<file path="config.mk">
export PLATFORM = sky130hd
export DESIGN_NAME = tx_frame_scheduler
export DESIGN_NICKNAME = d
export VERILOG_FILES = /design/src/rtl/tx_frame_scheduler.sv
export SDC_FILE = /design/constraint.sdc
export NUM_CORES = 1
export LEC_CHECK = 0
export CORE_ASPECT_RATIO = 0.5
export CORE_UTILIZATION = 57
export CTS_BUF_LIST = sky130_fd_sc_hd__clkbuf_8
export CTS_CLUSTER_DIAMETER = 50
export DETAILED_ROUTE_END_ITERATION = 6
export GPL_ROUTABILITY_DRIVEN = 0
export PLACE_DENSITY_LB_ADDON = 0.05
export SETUP_SLACK_MARGIN = 0.3
export SYNTH_ARGS = -nofsm -noshare
export SYNTH_HDL_FRONTEND = slang
export SYNTH_SLANG_ARGS = --single-unit
</file>
<file path="constraint.sdc">
create_clock -name sys_clk -period 3.2 [get_ports sys_clk]
set_input_delay 0.64 -clock sys_clk [delete_from_list [all_inputs] [get_ports sys_clk]]
set_output_delay 0.64 -clock sys_clk [all_outputs]
set_load 0.005 [all_outputs]
</file>
<file path="src/rtl/tx_frame_scheduler.sv">
// tx_frame_scheduler: clock enables and IDLE/PREAMBLE/PAYLOAD/FLUSH sequencing for the 4-ASK TX chain
module tx_frame_scheduler #(
  parameter int SAM_DIV      = 4,
  parameter int PREAMBLE_LEN = 32,
  parameter int FLUSH_LEN    = 8,
  parameter int LEN_W        = 11
) (
  input  logic             sys_clk,
  input  logic             reset,
  input  logic             start,
  input  logic [LEN_W-1:0] payload_len,
  input  logic [1:0]       data_in,
  input  logic             data_valid,
  output logic             data_ready,
  output logic             sam_clk_en,
  output logic             sym_clk_en,
  output logic [1:0]       tx_data,
  output logic             tx_mute,
  output logic             busy,
  output logic             underrun,
  output logic             frame_done
);
  localparam int SW = $clog2(SAM_DIV);
  typedef enum logic [1:0] {IDLE, PREAMBLE, PAYLOAD, FLUSH} state_t;
  state_t state, state_n;
  logic [SW-1:0] sam_cnt;
  logic [1:0] sym_ph;
  logic [LEN_W-1:0] sym_cnt, len_q;
  logic start_pend, last;
  assign sam_clk_en = sam_cnt == SW'(SAM_DIV - 1);
  assign sym_clk_en = sam_clk_en && sym_ph == 2'd3;
  assign data_ready = state == PAYLOAD && sym_clk_en;
  assign busy = start_pend || state != IDLE;
  always_comb begin
    last = state == PREAMBLE ? sym_cnt == LEN_W'(PREAMBLE_LEN - 1) :
           state == PAYLOAD  ? sym_cnt == len_q - 1'b1 :
                               sym_cnt == LEN_W'(FLUSH_LEN - 1);
    state_n = !sym_clk_en      ? state :
              state == IDLE    ? (start_pend ? PREAMBLE : IDLE) :
              !last            ? state :
              state == PREAMBLE ? (len_q == '0 ? FLUSH : PAYLOAD) :
              state == PAYLOAD ? FLUSH : IDLE;
  end
  always_ff @(posedge sys_clk)
    if (reset) state <= IDLE;
    else state <= state_n;
  // Each symbol period emits the symbol of the state it ran in at its closing edge
  always_ff @(posedge sys_clk) begin
    if (reset) begin
      sam_cnt    <= '0;
      sym_ph     <= '0;
      sym_cnt    <= '0;
      len_q      <= '0;
      start_pend <= 1'b0;
      tx_data    <= 2'b00;
      tx_mute    <= 1'b1;
      underrun   <= 1'b0;
      frame_done <= 1'b0;
    end else begin
      sam_cnt    <= sam_clk_en ? '0 : sam_cnt + 1'b1;
      sym_ph     <= sam_clk_en ? sym_ph + 1'b1 : sym_ph;
      frame_done <= sym_clk_en && state == FLUSH && last;
      if (start && state == IDLE && !start_pend) begin
        start_pend <= 1'b1;
        len_q      <= payload_len;
        underrun   <= 1'b0;
      end
      if (sym_clk_en) begin
        if (state == IDLE && start_pend) start_pend <= 1'b0;
        sym_cnt <= (state == IDLE || last) ? '0 : sym_cnt + 1'b1;
        tx_data <= state == PREAMBLE ? {2{sym_cnt[0]}} :
                   data_ready && data_valid ? data_in : 2'b00;
        tx_mute <= !(state == PREAMBLE || state == PAYLOAD);
        if (data_ready && !data_valid) underrun <= 1'b1;
      end
    end
  end
endmodule
</file>
==> flow_summary.ini <==
[status]
status = complete, no violations

[pwr]
p_int_uw = 831.8
combPwrFrac_pct = 11.8
p_per_area_nw_per_um2 = 423.3
power.leakage_nw = 0.9539
peakVddDrop_v = 0.0003194
power_switching_uw = 236.4
p_clk_share_pct = 45.7
netSwitchingFraction_pct = 22.13
power_mw = 1.068
seq_power_share_pct = 42.5

[global_routing]
grt_overflow = 0
grtUsageTotal_pct = 27.20
grt_pass1_wl_mm = 7.824
antenna_found_initial = 0
grt_max_degree = 26
grt_pass1_vias = 1612

[synth]
synth-compound-area-share_pct = 14.90
synth.area.top_cells = dfxtp_1, nand2_1, xnor2_1
synth_seq_cells = 34
synth_top_cell_by_area = dfxtp_1
synth_simple_gate_area_share_pct = 32.34
synthAdderAreaFrac_pct = 4.966
syn_area_sq_um = 2016
yosysUniqueCellTypes = 55
synth_top_area_share_pct = 33.77
seq_area_frac_synth_pct = 33.77
syn_area_per_cell_sq_um = 7.936
muxShareOfSynthArea_pct = 2.110
post_synth_inst_count = 254
synth_top_family_by_area = simple AND/OR/NAND/NOR gates
syn-num-nets = 279
synth_edf_count = 0
yosys_warnings = 0
synthXorXnorAreaFrac_pct = 6.952
synth-main-ff-cell = dfxtp_1
async_flop_share_pct = 0

[routing]
wl_per_cell_um = 14.89
remaining_drc_errors = 0
dr.pass1.iters = 5
vias_per_cell = 5.804
antenna_left = 0
dr_total_vias = 1892
totalWireLength_mm = 4.854
dr.first_iter.drc_count = 167

[final_layout]
fin_util_pct = 79.16
final_common_cell = nand2_1
multi_input_area_sq_um = 1289
diodes = 0
layout_common_cells = nand2_1, dfxtp_1, clkdlybuf4s50_1
drive_gt1_share_pct = 14.75
fillers = 216
nNetsFinal = 302
seq_area_sq_um = 686.9
areaGrowthSynthToFinish_pct = 25.20

[sta]
rsz0062_at_grt = no
fin_skew_ps = 7.693
finalMaxSlewViolations = 0
finalCriticalPeriod_ps = 2853
slew_headroom_pct = 57.03
fin_tns_setup_ps = 0
worst_slack_ps = 346.7
finalHoldViolCount = 0
finalCritPeriodShare_pct = 89.16
hold_slack_ps = 453.9
setup_viol = 0
fmax_mhz = 350.5
tightest_slew_ps = 644.6

[critical_path]
critPathTopFamily = simple AND/OR/NAND/NOR gates
path_buf_inv = 2
slowest_delay_ps = 540
worstPathMaxFanout = 9
start_kind = register
critPathSlowestCell = mux4_2
worstPathArrival_ps = 3070
endpoint_kind = register
crit_chain = inv_2 -> ha_2 -> or4b_4 -> nor2_4 -> xor2_2 -> mux4_2 -> a311oi_4 -> nor3_4 -> buf_12 -> nor2_1
worstSetupPathType = register to register
cp.required_ps = 3410

[hold_path]
hp-class = register to register

[clock_tree]
cts_hold_buffers = 0
clock_path_buffers = 2
cts_root_buffer = clkbuf_8
clk_pin_slew_ps = 70
htreeDepth = 2
clk_latency_ps = 290
cts_tree = yes
numCtsBuffers = 5
clock-sinks = 34

[floorplanning]
pin_count = 26
die_area_sq_um = 3793
core_sq_um = 3188
rows = 14
die_w_um = 86.10
die_y_um = 44.05
initial_utilization_pct = 63.23

[placement]
place_ws_ps = 283.9
numPortBuffers = 25
hpwl_mm = 3.476

[run]
cap_viol_max_count = 0
-- metal layers --
metal | vias up | routed length, um | GRT usage, %
li1 | 925 | - | -
met1 | 875 | 2411 | 40.87
met2 | 82 | 2027 | 40.63
met3 | 10 | 330 | 6.157
met4 | 0 | 85 | 4.667
met5 | - | 0 | 0
-- Yosys cell counts, types with 4 or more instances --
cell / count
nand3_1: 7
and3_1: 4
ha_1: 8
nor3_1: 8
inv_1: 12
dfxtp_1: 34
nand2_1: 46
xor2_1: 4
o21ai_0: 6
xnor2_1: 12
nor2_1: 27
a21oi_1: 15
clkbuf_1: 12
-- stage by stage --
stage	area, sq um	std cells
2_1_floorplan	2022	254
3_3_place_gp	2300	316
3_5_place_dp	2300	316
4_1_cts	2454	324
5_1_grt	2524	326
6_report	2524	326
-- final cells by class --
class	count	area share (%)
clock buffer	6	3.272
clock inverter	2	2.380
inverter	12	1.785
multi-input combinational	194	51.07
sequential	34	27.22
tap	48	2.380
timing repair buffer	30	11.90
-- cells by family (layout without fill, tap and decap cells) --
group,count (synthesis),count (layout)
compound gates,44,44
xor+xnor,16,16
fa+ha+maj,8,8
buf+inv,26,50
flops,34,34
mux,3,3
simple gates,123,123
-- registers in the layout (all words and copies together), names as in the netlist --
signal,count
sym_cnt,11
tx_data,2
tx_mute,1
state,2
sam_cnt,2
underrun,1
len_q,11
frame_done,1
sym_ph,2
start_pend,1
-- power by group through the flow --
| stage | registers, mW | clock network, mW | logic [mW] |
|---|---|---|---|
| final | 0.454 | 0.489 | 0.126 |
| after global routing | 0.455 | 0.513 | 0.139 |
| after CTS | 0.453 | 0.491 | 0.116 |
| after detailed placement | 0.462 | 0 | 0.113 |
| after global placement | 0.462 | 0 | 0.110 |
| after floorplan | 0.456 | 0 | 0.0805 |
-- worst paths after layout --
| path | from | to | depth (start not counted) | slack (ps) |
|---|---|---|---|---|
| max | len_q[0] | sym_cnt[10] | 10 | 350 |
| min | sam_cnt[0] | sam_cnt[0] | 1 | 450 |
| max reg2reg | len_q[0] | sym_cnt[10] | 10 | 350 |
| min reg2reg | sam_cnt[0] | sam_cnt[0] | 1 | 450 |
-- repair_timing --
| action | in CTS | in global routing |
|---|---|---|
| endpoints found under the setup margin | 14 | 14 |
| pin swaps | 1 | 4 |
| endpoints found under the hold margin | 0 | 0 |
| gates resized for setup | 1 | 16 |
| setup buffers | 0 | 2 |
Note: power is estimated with default switching activity, not from simulation.
